## src/rtl/clk_div_meter.sv

```systemverilog
// clk_div_meter: measures period and high time of one divider output in clk
// cycles and flags pass/fail against an expected period.
//
// state | meaning
// ------+---------------------------------------------------------------
// IDLE  | results held; waiting for start
// ARM   | measurement running; waiting for the first rising edge
// MEAS  | counting from the first rise; capture fall, then next rise
// DONE  | one-cycle result strobe; pass/timeout/period/high_time valid
module clk_div_meter #(
  parameter int CNT_W      = 16,
  parameter int EXP_PERIOD = 16,
  parameter int TOL        = 0,
  parameter int TIMEOUT    = 1024
) (
  input  logic             clk,
  input  logic             reset,
  input  logic             sig_in,
  input  logic             start,
  output logic             busy,
  output logic             done,
  output logic [CNT_W-1:0] period,
  output logic [CNT_W-1:0] high_time,
  output logic             pass,
  output logic             timeout
);

  // The counter must reach TIMEOUT-1 without wrapping.
  if (TIMEOUT >= (1 << CNT_W) || TIMEOUT < 2) begin : g_bad_timeout
    $error("clk_div_meter: TIMEOUT must be in [2, 2**CNT_W)");
  end

  typedef enum logic [1:0] {IDLE, ARM, MEAS, DONE} state_t;

  localparam logic [CNT_W-1:0] CNT_LAST = CNT_W'(TIMEOUT - 1);
  localparam logic [CNT_W-1:0] EXP_C    = CNT_W'(EXP_PERIOD);
  localparam logic [CNT_W:0]   TOL_C    = (CNT_W+1)'(TOL);

  state_t             state, state_nxt;
  logic               s_meta, s_sync, s_dly;
  logic               rise, fall;
  logic [CNT_W-1:0]   cnt;
  logic               cnt_last;
  logic signed [CNT_W:0] diff;
  logic [CNT_W:0]     diff_abs;
  logic               period_ok;

  assign rise     = s_sync & ~s_dly;
  assign fall     = ~s_sync & s_dly;
  assign cnt_last = (cnt == CNT_LAST);

  // One bit of headroom keeps the difference from wrapping for any count.
  assign diff      = $signed({1'b0, cnt}) - $signed({1'b0, EXP_C});
  assign diff_abs  = diff[CNT_W] ? $unsigned(-diff) : $unsigned(diff);
  assign period_ok = (diff_abs <= TOL_C);

  assign busy = (state == ARM) || (state == MEAS);
  assign done = (state == DONE);

  // Two-flop synchroniser plus a delay flop for edge detection.
  always_ff @(posedge clk or negedge reset) begin
    if (!reset) begin
      s_meta <= 1'b0;
      s_sync <= 1'b0;
      s_dly  <= 1'b0;
    end else begin
      s_meta <= sig_in;
      s_sync <= s_meta;
      s_dly  <= s_sync;
    end
  end

  // State register.
  always_ff @(posedge clk or negedge reset) begin
    if (!reset) state <= IDLE;
    else        state <= state_nxt;
  end

  // Next-state logic; a rise on the last counted cycle still wins over timeout.
  always_comb begin
    state_nxt = state;
    case (state)
      IDLE: if (start) state_nxt = ARM;
      ARM: begin
        if (rise)          state_nxt = MEAS;
        else if (cnt_last) state_nxt = DONE;
      end
      MEAS: if (rise || cnt_last) state_nxt = DONE;
      DONE: state_nxt = IDLE;
      default: state_nxt = IDLE;
    endcase
  end

  // Cycle counter and result registers; results hold outside a measurement.
  always_ff @(posedge clk or negedge reset) begin
    if (!reset) begin
      cnt       <= '0;
      period    <= '0;
      high_time <= '0;
      pass      <= 1'b0;
      timeout   <= 1'b0;
    end else begin
      case (state)
        IDLE: begin
          if (start) begin
            cnt       <= '0;
            period    <= '0;
            high_time <= '0;
            pass      <= 1'b0;
            timeout   <= 1'b0;
          end
        end
        ARM: begin
          if (rise) begin
            cnt <= CNT_W'(1);
          end else begin
            cnt <= cnt + CNT_W'(1);
            if (cnt_last) timeout <= 1'b1;
          end
        end
        MEAS: begin
          cnt <= cnt + CNT_W'(1);
          if (fall) high_time <= cnt;
          if (rise) begin
            period <= cnt;
            pass   <= period_ok;
          end else if (cnt_last) begin
            timeout <= 1'b1;
          end
        end
        default: ;
      endcase
    end
  end

endmodule

```

## config.mk

```make
export PLATFORM = sky130hd
export DESIGN_NAME = clk_div_meter
export DESIGN_NICKNAME = d
export VERILOG_FILES = /design/src/rtl/clk_div_meter.sv
export SDC_FILE = /design/constraint.sdc
export NUM_CORES = 1
export LEC_CHECK = 0
export ABC_AREA = 1
export ABC_CLOCK_PERIOD_IN_PS = 2400
export CAP_MARGIN = 20
export CORE_ASPECT_RATIO = 0.5
export CORE_UTILIZATION = 55
export CTS_CLUSTER_DIAMETER = 60
export DETAILED_ROUTE_END_ITERATION = 7
export GPL_TIMING_DRIVEN = 0
export PLACE_DENSITY = 0.8
export SYNTH_ARGS = -nofsm -noshare
export SYNTH_HDL_FRONTEND = slang
export SYNTH_SLANG_ARGS = --single-unit
```

## constraint.sdc

```tcl
create_clock -name clk -period 2.4 [get_ports clk]
set_input_delay 0.48 -clock clk [delete_from_list [all_inputs] [get_ports clk]]
set_output_delay 0.48 -clock clk [all_outputs]
set_load 0.05 [all_outputs]
```

==> results of run 1 <==
==> state kept, by name, indices dropped and copies added (netlist names) <==
| name | count |
|---|---|
| period | 16 |
| s_dly | 1 |
| state | 2 |
| timeout | 1 |
| cnt | 16 |
| high_time | 16 |
| s_meta | 1 |
| pass | 1 |
| s_sync | 1 |
==> cell type report <==
cell class,count,area [µm²],area share (%)
buffer,11,55.1,1.52
multi-input combinational,260,1450,40.2
clock inverter,3,18.8,0.520
sequential,55,1380,38.1
inverter,40,150,4.16
tap,70,87.6,2.43
clock buffer,5,68.8,1.91
timing repair buffer,40,404,11.2
==> worst paths after layout <==
check                                            end  slack, ns  cells after the start
max in group asynchronous  high_time[10]$_DFFE_PN0P_       1.82                      2
min                         high_time[2]$_DFFE_PN0P_       0.05                      1
min in group clk                    s_sync$_DFF_PN0_       0.36                      0
min reg2reg                         s_sync$_DFF_PN0_       0.36                      0
max                                             done       0.17                      2
max reg2reg                      cnt[13]$_DFFE_PN0P_       0.24                      9
==> metal layers <==
layer | up-vias | track usage, % | share of wire (%)
li1 | 1304 | - | -
met5 | - | 0 | 0
met2 | 65 | 43.1 | 46
met4 | 0 | 5.48 | 0.47
met3 | 6 | 5.60 | 6.1
met1 | 1265 | 36.5 | 48
==> cell families after synthesis <==
group | after synthesis | synth area share, %
xor gates and xnor gates | 10 | 2.89
adders and majority gates | 11 | 4.54
DFF | 55 | 45.4
buffers and inverters | 51 | 6.77
and+or+nand+nor | 173 | 27.2
AOI/OAI and AO/OA | 66 | 13.2
==> Yosys cell counts, drive strengths merged (2+ instances only) <==
cell type	number
nor2	39
nor4	2
nand4	7
inv	40
a21oi	12
a31oi	3
o31ai	23
o21ai	24
nand2	101
ha	11
nand3	17
dfrtp	55
nor3	7
xor2	10
clkbuf	4
buf	7
==> per-stage QoR <==
step           area, µm²  std cells  util, %
6_report            3610        484     70.6
5_1_grt             3610        484     70.6
4_1_cts             3610        484     70.6
3_5_place_dp        3520        476     68.9
3_3_place_gp        3510        475     68.6
2_1_floorplan       3030        366        -
==> what timing repair did <==
item / in CTS / in global routing
gates resized for setup: 1 / 0
endpoints found under the setup margin: 1 / 0
hold buffers: 0 / 0
==> worst max-delay path: stages (launching register included) <==
cell,delay (ns)
dfrtp_1,0.47
ha_1,0.19
clkdlybuf4s50_1,0.80
==> power by group <==
group | leakage [nW] | internal [W] | switching (W)
clock network | 0.0483 | 0.000206 | 0.000309
registers | 0.756 | 0.000989 | 0.0000592
logic | 0.857 | 0.000368 | 0.00104
==> impl_metrics.env, run 1 <==
export IMPL_status="completed"
export IMPL_synthArstFlopShare_pct=100
export IMPL_gp_congestion=0.872
export IMPL_crit_type="register to primary output"
export IMPL_peakVddDrop_mv=0.917
export IMPL_yosysUniqueCellTypes=32
export IMPL_htreeDepth=2
export IMPL_cts_setup_buffers=0
export IMPL_cp_start_kind="register"
export IMPL_setup_violations=0
export IMPL_power_total_w=0.00297
export IMPL_crit_path_end_kind="primary output"
export IMPL_num_fill_cells=416
export IMPL_hold_viol=0
export IMPL_overflow=0
export IMPL_ys_warn_count=0
export IMPL_antenna_cells=0
export IMPL_grt_usage_pct=26.2
export IMPL_cap_violations=0
export IMPL_worst_pin_slew_ns=0.531
export IMPL_dr_pass1_iters=4
export IMPL_final_common_cell="nand2_1"
export IMPL_cp_arrival_ns=1.75
export IMPL_num_nets_final=428
export IMPL_dieArea_mm2=0.00583
export IMPL_syn_to_final_growth_pct=19.1
export IMPL_setup_tns_final_ns=0
export IMPL_start_util_pct=59.3
export IMPL_wirelength_um=7030
export IMPL_clock_root_buffer="clkbuf_8"
export IMPL_mostFrequentLayoutCells="96 x nand2_1, 55 x dfrtp_1, 37 x clkdlybuf4s50_1, 35 x inv_1, 28 x nor2_1"
export IMPL_drt_iter0_drc=157
export IMPL_period_needed_ns=2.23
export IMPL_yosys_area_top_type="dfrtp_1"
export IMPL_yosys_most_used_dff="dfrtp_1"
export IMPL_cts_tree="done"
export IMPL_syn_avg_cell_area_um2=8.28
export IMPL_max_freq_mhz=448
export IMPL_synth_area_mm2=0.00303
export IMPL_rr_startpoint="state[0]$_DFFE_PN0P_"
export IMPL_grt_pass1_vias=2433
export IMPL_rows=18
export IMPL_p_per_area_mw_per_mm2=822
export IMPL_ios=40
export IMPL_die_height_um=54.5
export IMPL_coreArea_mm2=0.00511
export IMPL_vias_per_cell=5.45
export IMPL_fin_crit_sh_pct=93.0
export IMPL_p_leak_nw=1.66
export IMPL_netlist_instances=366
export IMPL_ys_top_cells_by_area="dfrtp_1 45%, nand2_1 12%, o31ai_1 5.7%"
export IMPL_maxSlewViolCount=0
export IMPL_port_buffers=39
export IMPL_yosysSeqAreaShare_pct=45.4
export IMPL_rsz0062_at_grt="no"
export IMPL_cp_required_ns=1.92
export IMPL_dp_hpwl_um=5500
export IMPL_clk_pin_slew_worst_paths_ns=0.10
export IMPL_die_w_um=107
export IMPL_clockBufferDepth=2
export IMPL_max_slew_margin_pct=64.6
export IMPL_grt_pass1_wl_um=11600
export IMPL_synth_fp_nets=381
export IMPL_route_vias_total=2640
export IMPL_ant_nets=0
export IMPL_final_setup_worst_slack_ns=0.168
export IMPL_cts_sinks=55
export IMPL_numCtsBuffers=5
export IMPL_routedWlPerCell_um=14.5
export IMPL_pre_cts_ws_ns=0.111
export IMPL_cp_max_fo=6
export IMPL_synth_seq_cells=55
export IMPL_drc_errors=0
export IMPL_holdWs_ns=0.0545
export IMPL_finClkSkew_ns=0.00752
export IMPL_yosys_area_top_type_share_pct=45.4
export IMPL_critPathLaunch="state[1]$_DFFE_PN0P_"
export IMPL_drive_above_1_share_pct=10.6
export IMPL_clk_latency_ns=0.31
export IMPL_synth_edff_count=0
export IMPL_grt_max_degree=43
export IMPL_hold_class="input pin to asynchronous set/reset pin"
export IMPL_antenna_found_initial=0
Power figures use the tool's default switching activity.
==> run 2: changes to the inputs <==
--- a/config.mk
+++ b/config.mk
@@ -8,7 +8,7 @@
 export ABC_AREA = 1
 export ABC_CLOCK_PERIOD_IN_PS = 2400
 export CAP_MARGIN = 20
-export CORE_ASPECT_RATIO = 0.5
+export CORE_ASPECT_RATIO = 1.75
 export CORE_UTILIZATION = 55
 export CTS_CLUSTER_DIAMETER = 60
 export DETAILED_ROUTE_END_ITERATION = 7
==> impl_metrics.env, run 2 (synthesis results as in run 1) <==
export IMPL_pre_cts_ws_ns=0.217
export IMPL_antenna_found_initial=0
export IMPL_max_freq_mhz=450
export IMPL_syn_to_final_growth_pct=20.2
export IMPL_coreArea_mm2=0.00530
export IMPL_p_per_area_mw_per_mm2=835
export IMPL_cp_max_fo=6
export IMPL_routedWlPerCell_um=14.3
export IMPL_grt_pass1_wl_um=11700
export IMPL_hold_class="input pin to asynchronous set/reset pin"
export IMPL_ios=40
export IMPL_place_inst=480
export IMPL_power_total_w=0.00304
export IMPL_status="completed"
export IMPL_antenna_cells=0
export IMPL_fin_crit_sh_pct=92.6
export IMPL_max_slew_margin_pct=65.0
export IMPL_drt_iter0_drc=104
export IMPL_die_height_um=100
export IMPL_clockBufferDepth=2
export IMPL_ant_nets=0
export IMPL_final_setup_worst_slack_ns=0.179
export IMPL_cp_start_kind="register"
export IMPL_num_nets_final=428
export IMPL_maxSlewViolCount=0
export IMPL_period_needed_ns=2.22
export IMPL_crit_path_end_kind="primary output"
export IMPL_grt_max_degree=34
export IMPL_wirelength_um=7000
export IMPL_crit_type="register to primary output"
export IMPL_route_vias_total=2650
export IMPL_clk_pin_slew_worst_paths_ns=0.10
export IMPL_final_common_cell="nand2_1"
export IMPL_clock_root_buffer="clkbuf_8"
export IMPL_htreeDepth=2
export IMPL_port_buffers=39
export IMPL_cts_sinks=55
export IMPL_rows=35
export IMPL_start_util_pct=57.2
export IMPL_dr_pass1_iters=4
export IMPL_setup_tns_final_ns=0
export IMPL_cp_arrival_ns=1.74
export IMPL_cap_violations=0
export IMPL_drc_errors=0
export IMPL_peakVddDrop_mv=1.06
export IMPL_mostFrequentLayoutCells="96 x nand2_1, 55 x dfrtp_1, 37 x clkdlybuf4s50_1, 35 x inv_1, 28 x nor2_1"
export IMPL_drive_above_1_share_pct=10.6
export IMPL_postLayoutCoreUtil_pct=68.8
export IMPL_dieArea_mm2=0.00582
export IMPL_overflow=0
export IMPL_rsz0062_at_grt="no"
export IMPL_vias_per_cell=5.43
export IMPL_dp_hpwl_um=5530
export IMPL_largestRegisters="cnt x16, high_time x16, period x16"
export IMPL_clk_latency_ns=0.32
export IMPL_numCtsBuffers=5
export IMPL_finClkSkew_ns=0.00687
export IMPL_die_w_um=58.1
export IMPL_hold_buffers=0
export IMPL_cts_tree="done"
export IMPL_p_leak_nw=1.67
export IMPL_num_fill_cells=439
export IMPL_setup_violations=0
export IMPL_grt_usage_pct=26.6
export IMPL_cp_required_ns=1.92
export IMPL_gp_congestion=0.865
export IMPL_hold_viol=0
export IMPL_worst_pin_slew_ns=0.525
export IMPL_grt_pass1_vias=2538
export IMPL_final_cells=488
run 2: changes by cell type in the layout (fill, tap and decap cells not counted), sizes merged:
cell      previous run  this run
clkinvlp             0         1
bufinv               0         1
clkinv               2         0
run 2: layout make-up:
| type | instances | area, µm² | area share (%) |
|---|---|---|---|
| Multi-Input combinational cell | 260 | 1450 | 39.8 |
| Timing Repair Buffer | 40 | 404 | 11.1 |
| Tap cell | 74 | 92.6 | 2.54 |
| Sequential cell | 55 | 1380 | 37.8 |
| Inverter | 40 | 150 | 4.12 |
| Clock buffer | 5 | 68.8 | 1.89 |
| Buffer | 11 | 55.1 | 1.51 |
| Clock inverter | 3 | 46.3 | 1.27 |
run 2: worst max-delay path, cell delays in order, from the launching register on:
cell and delay (ns):
dfrtp_1 0.45, ha_1 0.18, clkdlybuf4s50_1 0.80
run 2: final timing paths:
path | startpoint | endpoint | slack [ns] | cells past startpoint
hold reg to reg | s_meta$_DFF_PN0_ | s_sync$_DFF_PN0_ | 0.36 | 0
min in group clk | s_meta$_DFF_PN0_ | s_sync$_DFF_PN0_ | 0.36 | 0
max in group asynchronous | reset | cnt[5]$_DFFE_PN0P_ | 1.72 | 2
setup / recovery | state[1]$_DFFE_PN0P_ | done | 0.18 | 2
setup reg to reg | state[0]$_DFFE_PN0P_ | cnt[7]$_DFFE_PN0P_ | 0.29 | 9
hold / removal | reset | high_time[12]$_DFFE_PN0P_ | 0.12 | 1
run 2: metrics by stage:
| step | cell area, µm² | hold slack [ns] |
|---|---|---|
| floorplan | 3030 | 0.184 |
| global placement | 3510 | 0.336 |
| detailed placement | 3530 | 0.340 |
| CTS | 3640 | 0.138 |
| global route | 3640 | 0.163 |
| finish | 3640 | 0.118 |
run 2: layer usage:
layer | wire length (µm) | track usage, % | vias to the layer above
met4 | 369 | 16.1 | 0
li1 | - | - | 1294
met1 | 2560 | 29.3 | 1258
met3 | 235 | 4.38 | 29
met5 | 0 | 0 | -
met2 | 3840 | 46.7 | 69
run 2: what timing repair did:
item / 4_1_cts / 5_1_grt
hold endpoints to repair: 0 / 0
gates resized for setup: 1 / 0
setup buffers: 0 / 0
setup endpoints to repair: 1 / 0
run 2: report_power, final:
group          switching, W  total (W)  internal, W
combinational      0.000996    0.00136     0.000367
clock              0.000317   0.000631     0.000314
sequential        0.0000600    0.00105     0.000989
==> run 3: changes to the inputs <==
--- a/config.mk
+++ b/config.mk
@@ -9,6 +9,7 @@
 export ABC_CLOCK_PERIOD_IN_PS = 2400
 export CAP_MARGIN = 20
 export CORE_ASPECT_RATIO = 1.75
+export CORE_MARGIN = 4
 export CORE_UTILIZATION = 55
 export CTS_CLUSTER_DIAMETER = 60
 export DETAILED_ROUTE_END_ITERATION = 7
==> impl_metrics.env, run 3 (synthesis results as in run 1) <==
export IMPL_dr_pass1_iters=4
export IMPL_r2r_end="cnt[10]$_DFFE_PN0P_"
export IMPL_cts_tree="done"
export IMPL_cp_start_kind="register"
export IMPL_r2r_setup_slack_ns=0.33
export IMPL_rows=35
export IMPL_peakVddDrop_mv=0.857
export IMPL_drc_errors=0
export IMPL_finClkSkew_ns=0.0105
export IMPL_antenna_found_initial=0
export IMPL_r2r_cells=10
export IMPL_wirelength_um=7200
export IMPL_p_per_area_mw_per_mm2=816
export IMPL_start_util_pct=57.2
export IMPL_dp_hpwl_um=5650
export IMPL_period_needed_ns=2.24
export IMPL_critPathLaunch="state[1]$_DFFE_PN0P_"
export IMPL_pwr_share_comb_pct=46.3
export IMPL_cts_setup_buffers=0
export IMPL_final_common_cell="nand2_1"
export IMPL_clockBufferDepth=2
export IMPL_routedWlPerCell_um=14.7
export IMPL_hold_buffers=0
export IMPL_cp_max_fo=6
export IMPL_num_fill_cells=463
export IMPL_rsz0062_at_grt="no"
export IMPL_vias_per_cell=5.47
export IMPL_num_nets_final=428
export IMPL_cp_arrival_ns=1.76
export IMPL_power_frac_seq_pct=35.5
export IMPL_internal_power_w=0.00157
export IMPL_hold_viol=0
export IMPL_gp_congestion=0.878
export IMPL_crit_path_end_kind="primary output"
export IMPL_p_clk_share_pct=18.2
export IMPL_p_leak_nw=1.66
export IMPL_grt_pass1_vias=2679
export IMPL_syn_to_final_growth_pct=19.6
export IMPL_worst_pin_slew_ns=0.635
export IMPL_htreeDepth=2
export IMPL_drive_above_1_share_pct=10.6
export IMPL_rr_startpoint="state[0]$_DFFE_PN0P_"
export IMPL_route_vias_total=2671
export IMPL_hold_class="input pin to asynchronous set/reset pin"
export IMPL_clk_latency_ns=0.32
export IMPL_grt_pass1_wl_um=12300
export IMPL_ant_nets=0
export IMPL_grt_usage_pct=22.9
export IMPL_max_slew_margin_pct=57.6
export IMPL_ios=40
export IMPL_cts_sinks=55
export IMPL_clk_pin_slew_worst_paths_ns=0.10
export IMPL_setup_violations=0
export IMPL_crit_type="register to primary output"
export IMPL_overflow=0
export IMPL_dieArea_mm2=0.00681
export IMPL_cp_required_ns=1.92
export IMPL_mostFrequentLayoutCells="96 x nand2_1, 55 x dfrtp_1, 37 x clkdlybuf4s50_1, 35 x inv_1, 28 x nor2_1"
export IMPL_numCtsBuffers=5
export IMPL_port_buffers=39
export IMPL_clock_root_buffer="clkbuf_8"
export IMPL_die_height_um=106
export IMPL_critical_path_endpoint="done"
export IMPL_antenna_cells=0
export IMPL_status="completed"
export IMPL_postCtsResizedCells=1
export IMPL_grt_max_degree=29
export IMPL_cap_violations=0
export IMPL_setup_tns_final_ns=0
export IMPL_maxSlewViolCount=0
export IMPL_largestRegisters="cnt x16, high_time x16, period x16"
export IMPL_p_sw_w=0.00139
export IMPL_max_freq_mhz=447
export IMPL_power_total_w=0.00296
export IMPL_die_w_um=64.1
export IMPL_sw_frac_of_total_pct=46.8
export IMPL_drt_iter0_drc=147
export IMPL_coreArea_mm2=0.00530
export IMPL_fin_crit_sh_pct=93.3
[run 3: worst max-delay path, cell delays in order (launching register included)]
cell and delay, ns:
dfrtp_1 0.46, ha_1 0.18, clkdlybuf4s50_1 0.80
[run 3: power groups by stage]
stage | Sequential, W | Combinational, W | Clock (W)
4_1_cts | 0.00105 | 0.00137 | 0.000545
3_5_place_dp | 0.00107 | 0.00137 | 0
6_report | 0.00105 | 0.00137 | 0.000539
2_1_floorplan | 0.00116 | 0.000903 | 0
3_3_place_gp | 0.00107 | 0.00135 | 0
5_1_grt | 0.00106 | 0.00153 | 0.000588
[run 3: metal layers]
metal  share of wire, %  GRT usage, %  routed length, µm
met5                  0             0                  0
met4                2.7          9.23                196
met1                 38          24.9               2720
met3                2.8          3.49                203
met2                 57          43.2               4070
[run 3: how the worst min path moves through the flow]
| stage | from | to | cells after the start |
|---|---|---|---|
| detailed placement | s_meta$_DFF_PN0_ | s_sync$_DFF_PN0_ | 0 |
| global placement | s_meta$_DFF_PN0_ | s_sync$_DFF_PN0_ | 0 |
| finish | reset | high_time[11]$_DFFE_PN0P_ | 1 |
| global route | reset | period[5]$_DFFE_PN0P_ | 1 |
| CTS | reset | period[15]$_DFFE_PN0P_ | 1 |
| floorplan | reset | cnt[0]$_DFFE_PN0P_ | 0 |
[run 3: area by class of cell]
cell class	instances	area, µm²	share of cell area (%)
multi-input combinational	260	1450	40.0
sequential	55	1380	38.0
timing repair buffer	40	404	11.1
inverter	40	150	4.14
tap	74	92.6	2.55
clock buffer	5	68.8	1.90
buffer	11	55.1	1.52
clock inverter	3	27.5	0.759
[run 3: stage by stage]
stage | std cells | instance area [µm²] | hold WS, ns | util [%] | setup WS, ns
2_1_floorplan | 366 | 3030 | 0.184 | - | 0.452
3_3_place_gp | 479 | 3510 | 0.336 | 66.3 | -0.742
3_5_place_dp | 480 | 3530 | 0.340 | 66.6 | 0.198
4_1_cts | 488 | 3620 | 0.186 | 68.4 | 0.153
5_1_grt | 488 | 3620 | 0.193 | 68.4 | 0.0701
6_report | 488 | 3620 | 0.175 | 68.4 | 0.161
